<file path="src/rtl/usb_tx_pkg.sv">
// usb_tx_pkg: shared constants and types for the USB full-speed transmit encoder.
//   - tx_state_t : transmit state machine encoding
//   - SYNC_BYTE, STUFF_LIMIT, bit periods (8/8/9 clocks -> 25 clocks per 3 bits)
//   - LINE_* : {d_plus, d_minus} line encodings
//   - nrzi()       : next line state for one NRZI-encoded bit
//   - bit_period() : clocks in the bit period for a given timer phase
package usb_tx_pkg;

    typedef enum logic [2:0] {
        IDLE,
        SYNC,
        DATA,
        EOP_SE0,
        EOP_J
    } tx_state_t;

    localparam logic [7:0] SYNC_BYTE   = 8'h80;
    localparam logic [2:0] STUFF_LIMIT = 3'd6;

    localparam logic [3:0] PERIOD_0 = 4'd8;
    localparam logic [3:0] PERIOD_1 = 4'd8;
    localparam logic [3:0] PERIOD_2 = 4'd9;

    // {d_plus, d_minus}
    localparam logic [1:0] LINE_J   = 2'b10;
    localparam logic [1:0] LINE_K   = 2'b01;
    localparam logic [1:0] LINE_SE0 = 2'b00;

    // A 1 holds the line, a 0 toggles J/K.
    function automatic logic [1:0] nrzi(input logic [1:0] line, input logic b);
        logic [1:0] r;
        if (b) r = line;
        else   r = (line == LINE_J) ? LINE_K : LINE_J;
        return r;
    endfunction

    function automatic logic [3:0] bit_period(input logic [1:0] phase);
        logic [3:0] p;
        case (phase)
            2'd0:    p = PERIOD_0;
            2'd1:    p = PERIOD_1;
            default: p = PERIOD_2;
        endcase
        return p;
    endfunction

endpackage

</file>
<file path="src/rtl/usb_tx_bit_timer.sv">
// usb_tx_bit_timer: generates one bit_strobe per USB bit time, with periods
// cycling 8, 8, 9 clocks.
//   clk        in  system clock
//   rst        in  async active-high reset
//   clear      in  hold counter and phase at zero (phase 0 = 8-clock period)
//   enable     in  run the timer
//   bit_strobe out one cycle, the last clock of each bit period
module usb_tx_bit_timer
    import usb_tx_pkg::*;
(
    input  logic clk,
    input  logic rst,
    input  logic clear,
    input  logic enable,
    output logic bit_strobe
);

    logic [3:0] cnt;
    logic [1:0] phase;

    assign bit_strobe = enable && !clear && (cnt == bit_period(phase) - 4'd1);

    always_ff @(posedge clk or posedge rst) begin
        if (rst) begin
            cnt   <= '0;
            phase <= '0;
        end else if (clear) begin
            cnt   <= '0;
            phase <= '0;
        end else if (bit_strobe) begin
            cnt   <= '0;
            phase <= (phase == 2'd2) ? 2'd0 : phase + 2'd1;
        end else if (enable) begin
            cnt <= cnt + 4'd1;
        end
    end

endmodule

</file>
<file path="src/rtl/usb_tx_encoder.sv">
// usb_tx_encoder: USB full-speed transmit line encoder. Takes packet bytes over
// a valid/ready handshake, sends SYNC, bit-stuffs and NRZI-encodes the data
// LSB first, then ends the packet with SE0, SE0, J.
//   clk       in  system clock
//   rst       in  async active-high reset (line returns to J at once)
//   tx_data   in  [7:0] packet byte
//   tx_last   in  byte is the last of the packet
//   tx_valid  in  tx_data/tx_last valid
//   tx_ready  out holding register can take a byte
//   tx_busy   out packet in progress
//   tx_error  out one-cycle pulse on underrun
//   d_plus    out USB D+
//   d_minus   out USB D-
module usb_tx_encoder
    import usb_tx_pkg::*;
(
    input  logic       clk,
    input  logic       rst,
    input  logic [7:0] tx_data,
    input  logic       tx_last,
    input  logic       tx_valid,
    output logic       tx_ready,
    output logic       tx_busy,
    output logic       tx_error,
    output logic       d_plus,
    output logic       d_minus
);

    tx_state_t  state, state_next;

    logic [7:0] hold_data;
    logic       hold_last;
    logic       hold_full;
    logic       last_seen;   // tx_last already accepted for this packet

    logic [7:0] shift;
    logic       cur_last;    // byte in the shift register carried tx_last
    logic [2:0] bit_idx;     // real bit currently on the line (or just before a stuffed slot)
    logic [2:0] ones_cnt;    // consecutive 1s sent, including the bit on the line
    logic       stuffing;    // current slot is a stuffed 0
    logic [1:0] line;

    logic strobe;
    logic timer_clear, timer_enable;
    logic accept;
    logic need_stuff, byte_end, nxt_bit;
    logic do_stuff, do_next, do_load, do_eop, do_error;

    assign timer_clear  = (state == IDLE);
    assign timer_enable = (state != IDLE);

    usb_tx_bit_timer u_timer (
        .clk        (clk),
        .rst        (rst),
        .clear      (timer_clear),
        .enable     (timer_enable),
        .bit_strobe (strobe)
    );

    assign tx_ready = !hold_full && !last_seen && (state inside {IDLE, SYNC, DATA});
    assign accept   = tx_valid && tx_ready;
    assign tx_busy  = (state != IDLE);
    assign d_plus   = line[1];
    assign d_minus  = line[0];

    // A stuffed slot never follows another, so only a real bit can trigger one.
    assign need_stuff = !stuffing && (ones_cnt == STUFF_LIMIT);
    assign byte_end   = (bit_idx == 3'd7);
    assign nxt_bit    = shift[bit_idx + 3'd1];

    always_ff @(posedge clk or posedge rst) begin
        if (rst) state <= IDLE;
        else     state <= state_next;
    end

    always_comb begin
        state_next = state;
        do_stuff   = 1'b0;
        do_next    = 1'b0;
        do_load    = 1'b0;
        do_eop     = 1'b0;
        do_error   = 1'b0;
        case (state)
            IDLE: begin
                if (accept) state_next = SYNC;
            end
            SYNC, DATA: begin
                if (strobe) begin
                    // Pending stuff is sent before the byte boundary is taken.
                    if (need_stuff) begin
                        do_stuff = 1'b1;
                    end else if (!byte_end) begin
                        do_next = 1'b1;
                    end else if (state == SYNC) begin
                        do_load    = 1'b1;
                        state_next = DATA;
                    end else if (cur_last) begin
                        do_eop     = 1'b1;
                        state_next = EOP_SE0;
                    end else if (hold_full) begin
                        do_load = 1'b1;
                    end else begin
                        do_error   = 1'b1;
                        do_eop     = 1'b1;
                        state_next = EOP_SE0;
                    end
                end
            end
            EOP_SE0: begin
                if (strobe && bit_idx[0]) state_next = EOP_J;
            end
            EOP_J: begin
                if (strobe) state_next = IDLE;
            end
            default: state_next = IDLE;
        endcase
    end

    always_ff @(posedge clk or posedge rst) begin
        if (rst) begin
            hold_data <= '0;
            hold_last <= 1'b0;
            hold_full <= 1'b0;
            last_seen <= 1'b0;
            shift     <= '0;
            cur_last  <= 1'b0;
            bit_idx   <= '0;
            ones_cnt  <= '0;
            stuffing  <= 1'b0;
            line      <= LINE_J;
            tx_error  <= 1'b0;
        end else begin
            tx_error <= do_error;

            // accept and load never coincide: tx_ready is low while full
            if (accept) begin
                hold_data <= tx_data;
                hold_last <= tx_last;
                hold_full <= 1'b1;
                if (tx_last) last_seen <= 1'b1;
            end else if (do_load) begin
                hold_full <= 1'b0;
            end
            if (state == EOP_J && strobe) last_seen <= 1'b0;

            if (state == IDLE) begin
                if (accept) begin
                    // First SYNC bit goes out on the accept edge.
                    shift    <= SYNC_BYTE;
                    bit_idx  <= '0;
                    ones_cnt <= {2'b00, SYNC_BYTE[0]};
                    stuffing <= 1'b0;
                    line     <= nrzi(LINE_J, SYNC_BYTE[0]);
                end
            end else if (do_stuff) begin
                line     <= nrzi(line, 1'b0);
                ones_cnt <= '0;
                stuffing <= 1'b1;
            end else if (do_next) begin
                bit_idx  <= bit_idx + 3'd1;
                line     <= nrzi(line, nxt_bit);
                ones_cnt <= nxt_bit ? ones_cnt + 3'd1 : 3'd0;
                stuffing <= 1'b0;
            end else if (do_load) begin
                shift    <= hold_data;
                cur_last <= hold_last;
                bit_idx  <= '0;
                line     <= nrzi(line, hold_data[0]);
                // run length carries across the byte boundary
                ones_cnt <= hold_data[0] ? ones_cnt + 3'd1 : 3'd0;
                stuffing <= 1'b0;
            end else if (do_eop) begin
                line     <= LINE_SE0;
                bit_idx  <= '0;
                ones_cnt <= '0;
                stuffing <= 1'b0;
            end else if (state == EOP_SE0 && strobe) begin
                // bit_idx counts the two SE0 bit times
                if (bit_idx[0]) line    <= LINE_J;
                else            bit_idx <= 3'd1;
            end
        end
    end

endmodule

</file>
<file path="config.mk">
export PLATFORM = sky130hd
export DESIGN_NAME = usb_tx_encoder
export DESIGN_NICKNAME = d
export VERILOG_FILES = /design/src/rtl/usb_tx_pkg.sv /design/src/rtl/usb_tx_bit_timer.sv /design/src/rtl/usb_tx_encoder.sv
export SDC_FILE = /design/constraint.sdc
export NUM_CORES = 1
export LEC_CHECK = 0
export ABC_AREA = 0
export ABC_CLOCK_PERIOD_IN_PS = 3300
export CORE_MARGIN = 8
export CORE_UTILIZATION = 40
export DETAILED_ROUTE_END_ITERATION = 16
export SYNTH_ARGS = -nofsm -noshare
export SYNTH_HDL_FRONTEND = slang
export SYNTH_SLANG_ARGS = --single-unit
</file>
<file path="constraint.sdc">
create_clock -name clk -period 3.3 [get_ports clk]
set_clock_uncertainty 0.2 [all_clocks]
set_input_delay 0.66 -clock clk [delete_from_list [all_inputs] [get_ports clk]]
set_output_delay 0.66 -clock clk [all_outputs]
set_load 0.05 [all_outputs]
</file>
==> Word level (Yosys, flattened, before mapping) <==
Cells that the tools add are included.
{ "word_totals": {"inputBits": 12, "out_inout_bits": 5, "register_bits": 39} }
{ "op_classes": {"n_reduce_logical": 37, "n_mux": 88, "order_cmp": 1, "n_addsub": 5, "n_bitwise": 3, "n_eq_ne": 22} }
{ "op_table": {"columns": ["op", "count"], "rows": [
  ["3-bit 2-to-1 mux", 24],
  ["1-bit 2-to-1 mux", 40],
  ["8-bit 2-to-1 mux", 5],
  ["2-bit 2-to-1 mux", 14],
  ["4-bit 2-to-1 mux", 3],
  ["2-bit inequality test (second input constant)", 6],
  ["3-bit one-hot mux with 4 select lines", 1],
  ["4-bit AND reduction", 3],
  ["6-bit nonzero test", 2],
  ["2-bit nonzero test", 5],
  ["5-bit nonzero test", 2],
  ["3-bit equality test (second input constant)", 3],
  ["1-bit logical AND", 9],
  ["3-bit nonzero test", 3],
  ["7-bit AND reduction", 1],
  ["3-bit by 1-bit adder with 3-bit output (second input constant)", 2],
  ["3-bit by 2-bit equality test with 1-bit output (second input constant)", 2],
  ["5-bit by 1-bit inequality test with 1-bit output (second input constant)", 1],
  ["5-bit by 4-bit inequality test with 1-bit output (second input constant)", 1],
  ["5-bit AND reduction", 1],
  ["4-bit by 1-bit adder with 4-bit output (second input constant)", 1],
  ["2-bit equality test (second input constant)", 2],
  ["4-bit equality test", 1],
  ["1-bit logical NOT", 4],
  ["other kinds (15)", 20]
]} }

==> Logic depth before layout (Yosys ltp) <==
{ "logic_depth": {"word_depth": 13, "ltp_mapped": 8} }

==> Cells and area by module <==
A second synthesis with hierarchy kept.
{ "hier_totals": {"hier_cells": 229, "hier_area_um2": 2155.8} }
{ "by_module_without_submodules": {"columns": ["module", "seq_area_each_um2", "cells_each", "instances", "area_each_um2"], "rows": [
  ["usb_tx_encoder", 827.0, 196, 1, 1803.0],
  ["usb_tx_bit_timer", 150.1, 33, 1, 352.8]
]} }

==> Worst setup path after synthesis <==
OpenSTA, ideal clock, no wires.
{ "synth_timing": {"kind": "flip-flop to output port", "start": "register state[1]", "end": "output tx_ready", "stages_incl_launch_ff": 5, "path_buffers": 2, "required_time_ns": 2.440, "arrival_ns": 2.138, "path_slack_ns": 0.302, "path_cell_list": "dfrtp_1 -> buf_2 -> buf_1 -> a21oi_1 -> nor3b_1"} }
{ "synth_via": {"elab_chain_cells": 3, "word_cells_on_any_way": 5, "classes_between": "eq/ne (2); reduce/logical (3)"} }
{ "synth_lines": {"columns": ["item", "line_no", "text"], "rows": [
  ["start, declared", "usb_tx_encoder.sv:29", "tx_state_t state, state_next;"],
  ["start signal, assigned", "usb_tx_encoder.sv:73", "else state <= state_next;"],
  ["3-bit by 1-bit equality test with 1-bit output, or another cell as far along", "usb_tx_encoder.sv:60", "assign tx_ready = !hold_full && !last_seen && (state inside {IDLE, SYNC, DATA});"],
  ["3-bit nonzero test *", "usb_tx_encoder.sv:60", null],
  ["1-bit logical AND *", "usb_tx_encoder.sv:60", null],
  ["end, declared", "usb_tx_encoder.sv:22", "output logic tx_ready,"]
]} }
Mark *: on every way between the ends. The rest lies on a longest branch, timed or not.

==> Final worst setup path <==
Ends and elaborated chain as after synthesis.

==> flow_summary.json <==
{
  "end_kind": "primary output",
  "worst_setup_path_start_kind": "register",
  "synthDistinctLibCells": 60,
  "r2r_cells": 7,
  "slowest_delay_ns": 0.86,
  "synth_cells": 202,
  "hold_depth": 2,
  "layout_min_cycle_time_ns": 2.89,
  "vdd_drop_max_uv": 216,
  "outcome": "finished, final reports clean",
  "grt_pass1_wl_um": 7790,
  "grt_max_degree": 26,
  "fin_crit_sh_pct": 87.7,
  "power_per_cell_area_nw_per_um2": 335,
  "antenna_cells": 0,
  "clock_latency_ns": 0.29,
  "core_um2": 5110,
  "arrival_ns": 2.03,
  "ys_ff_latch": 39,
  "grt_pass1_vias": 1625,
  "clkTransAtPathRegs_ns": 0.07,
  "comb_power_share_pct": 3.1,
  "pre_cts_ws_ns": 0.499,
  "setup-tns-final_ns": 0,
  "clkPwrFrac_pct": 39.0,
  "grt_use_total_pct": 12.6,
  "grt_busiest_layer": "met2",
  "cts.sinks": 39,
  "path_class": "register to primary output",
  "portBuffers": 16,
  "num-fill-cells": 500,
  "slew_headroom_pct": 65.9,
  "synth_nets": 219,
  "antenna_found_initial": 0,
  "ioPinCount": 17,
  "cts_tree": "built",
  "vias": 1599,
  "dr.pass1.iters": 4,
  "fin_nets": 240,
  "max-cap-violations": 0,
  "r2r-start": "bit_idx[0]$_DFFE_PP0P_",
  "sw_frac_of_total_pct": 20.6,
  "cp.required_ns": 2.44,
  "ant_nets": 0,
  "start_util_pct": 41.5,
  "min_from": "line[1]$_DFFE_PP1P_",
  "cts.path.max_buffers": 2,
  "cp_slowest_cell": "clkdlybuf4s50_1",
  "avgSynthCellArea_um2": 10.5,
  "ctsResizeCount": 0,
  "crit_fanout": 3,
  "tightest_slew_ns": 0.510,
  "final_cell_mix": "dfrtp_1 (38), clkdlybuf4s50_1 (15), inv_1 (14)",
  "via_per_inst": 5.46,
  "min_to": "line[1]$_DFFE_PP1P_",
  "wirelength_um": 4440,
  "h-tree-depth": 2,
  "gp_congestion": 0.897,
  "crit_chain": "a21oi_1 -> nor3b_1 -> clkdlybuf4s50_1",
  "yosysSeqAreaShare_pct": 46.1,
  "use_met1_pct": 16.7,
  "post_cts_buffers": 0,
  "yosysWarnings": 0,
  "dieArea_um2": 7880,
  "use_met2_pct": 19.1,
  "seq_power_share_pct": 58.0,
  "grt_overflow": 0,
  "area_growth_pct": 16.2,
  "drv_slew": 0,
  "drive_above_1_share_pct": 16.1,
  "min_path_type": "register to register",
  "cts_root_buf": "clkbuf_8",
  "fp-row-count": 26,
  "post-route-drc-count": 0,
  "final_common_cell": "dfrtp_1",
  "rsz0062_at_grt": "no",
  "hold_viol": 0,
  "dpl.hpwl_um": 3260,
  "max_freq_mhz": 346,
  "die_w_um": 88.8,
  "cts_hold_buffers": 0,
  "wl_per_cell_um": 15.1,
  "r2r_setup_slack_ns": 0.50,
  "dr.first_iter.drc_count": 102,
  "finalWorstSetupSlack_ns": 0.407,
  "r2r_end": "line[0]$_DFFE_PP0P_",
  "p_int_mw": 0.656,
  "synth_edf_count": 0,
  "setup_viol": 0,
  "leakagePower_nw": 1.11,
  "ys.flop_type": "dfrtp_1",
  "async_flop_share_pct": 100,
  "use_met3_pct": 3.71,
  "syn-cell-area_um2": 2120,
  "die_h_um": 88.8,
  "p_sw_mw": 0.170,
  "cts_buffers": 5
}
## layout make-up
class | count | area [um^2] | area share (%)
clock buffers | 6 | 82.6 | 3.35
clock inverters | 1 | 5.00 | 0.203
inverters | 15 | 56.3 | 2.29
multi-input cells | 140 | 1050 | 42.7
flip-flops and latches | 39 | 977 | 39.7
well taps | 70 | 87.6 | 3.56
repair buffers | 22 | 203 | 8.23
## worst max path at each step
stage | from | endpoint | slack, ns | cells past startpoint
final | state[1]$_DFFE_PP0P_ | tx_ready | 0.41 | 3
after global routing | state[1]$_DFFE_PP0P_ | tx_ready | 0.35 | 3
after CTS | state[1]$_DFFE_PP0P_ | tx_ready | 0.40 | 3
after detailed placement | tx_valid | line[0]$_DFFE_PP0P_ | 0.50 | 6
after global placement | tx_valid | line[0]$_DFFE_PP0P_ | 0.59 | 6
after floorplan | state[1]$_DFFE_PP0P_ | tx_ready | 0.30 | 4
## sequential cells by signal, summed over array words and instances, names as in the netlist, 2 cells and up
signal	cells
hold_data	8
bit_idx	3
ones_cnt	3
line	2
shift	8
u_timer.phase	2
u_timer.cnt	4
state	3
## worst max-delay path: cells and delay by family (launching register included)
kind                   cells  cell delay (ns)
and+or+nand+nor            1             0.27
buffers and inverters      1             0.86
AOI/OAI and AO/OA          1             0.21
DFF                        1             0.40
## power by group through the flow
stage	combinational (mW)	clock, mW	sequential [mW]
after global placement	0.0261	0	0.488
after detailed placement	0.0265	0	0.488
after floorplan	0.00833	0	0.488
after global routing	0.0287	0.355	0.479
final	0.0253	0.322	0.479
after CTS	0.0266	0.336	0.479
## cell usage after synthesis, types with 5 or more instances
master    n  area share, %
mux2_2   10            5.3
nand3_1  10            2.4
dfrtp_1  38             45
o21ai_0   5            1.2
nor2_1   10            1.8
nand2_1  10            1.8
ha_1      5            3.0
inv_1    14            2.5
nor3_1    9            2.1
a22o_1    5            2.1
o21ai_1   8            1.9
a21oi_1   8            1.9
## layer usage
| metal | vias up | wire length [um] |
|---|---|---|
| li1 | 787 | - |
| met1 | 768 | 2190 |
| met2 | 35 | 1950 |
| met3 | 9 | 215 |
| met4 | 0 | 78 |
| met5 | - | 0 |
## per-stage QoR
step           power (mW)  hold WS [ns]  cells  utilization, %  cell area [um^2]
6_report            0.826         0.287    293            48.2              2460
5_1_grt             0.863         0.313    293            48.2              2460
4_1_cts             0.841         0.291    293            48.2              2460
3_5_place_dp        0.515         0.274    286            46.5              2380
3_3_place_gp        0.514         0.264    286            46.5              2380
2_1_floorplan       0.496         0.245    202               -              2120
## kinds of logic (layout without fill, tap and decap cells)
logic type	after synthesis	after routing	share of synthesized area (%)
AO/OA/AOI/OAI	50	50	18.1
XOR/XNOR	3	3	1.24
adder cells (fa/ha/maj)	5	5	2.95
multiplexers	16	16	9.45
buffers and inverters	23	44	4.25
AND/OR/NAND/NOR	66	66	17.9
flip-flops	39	39	46.1
Note: power is estimated with default switching activity, not from simulation.
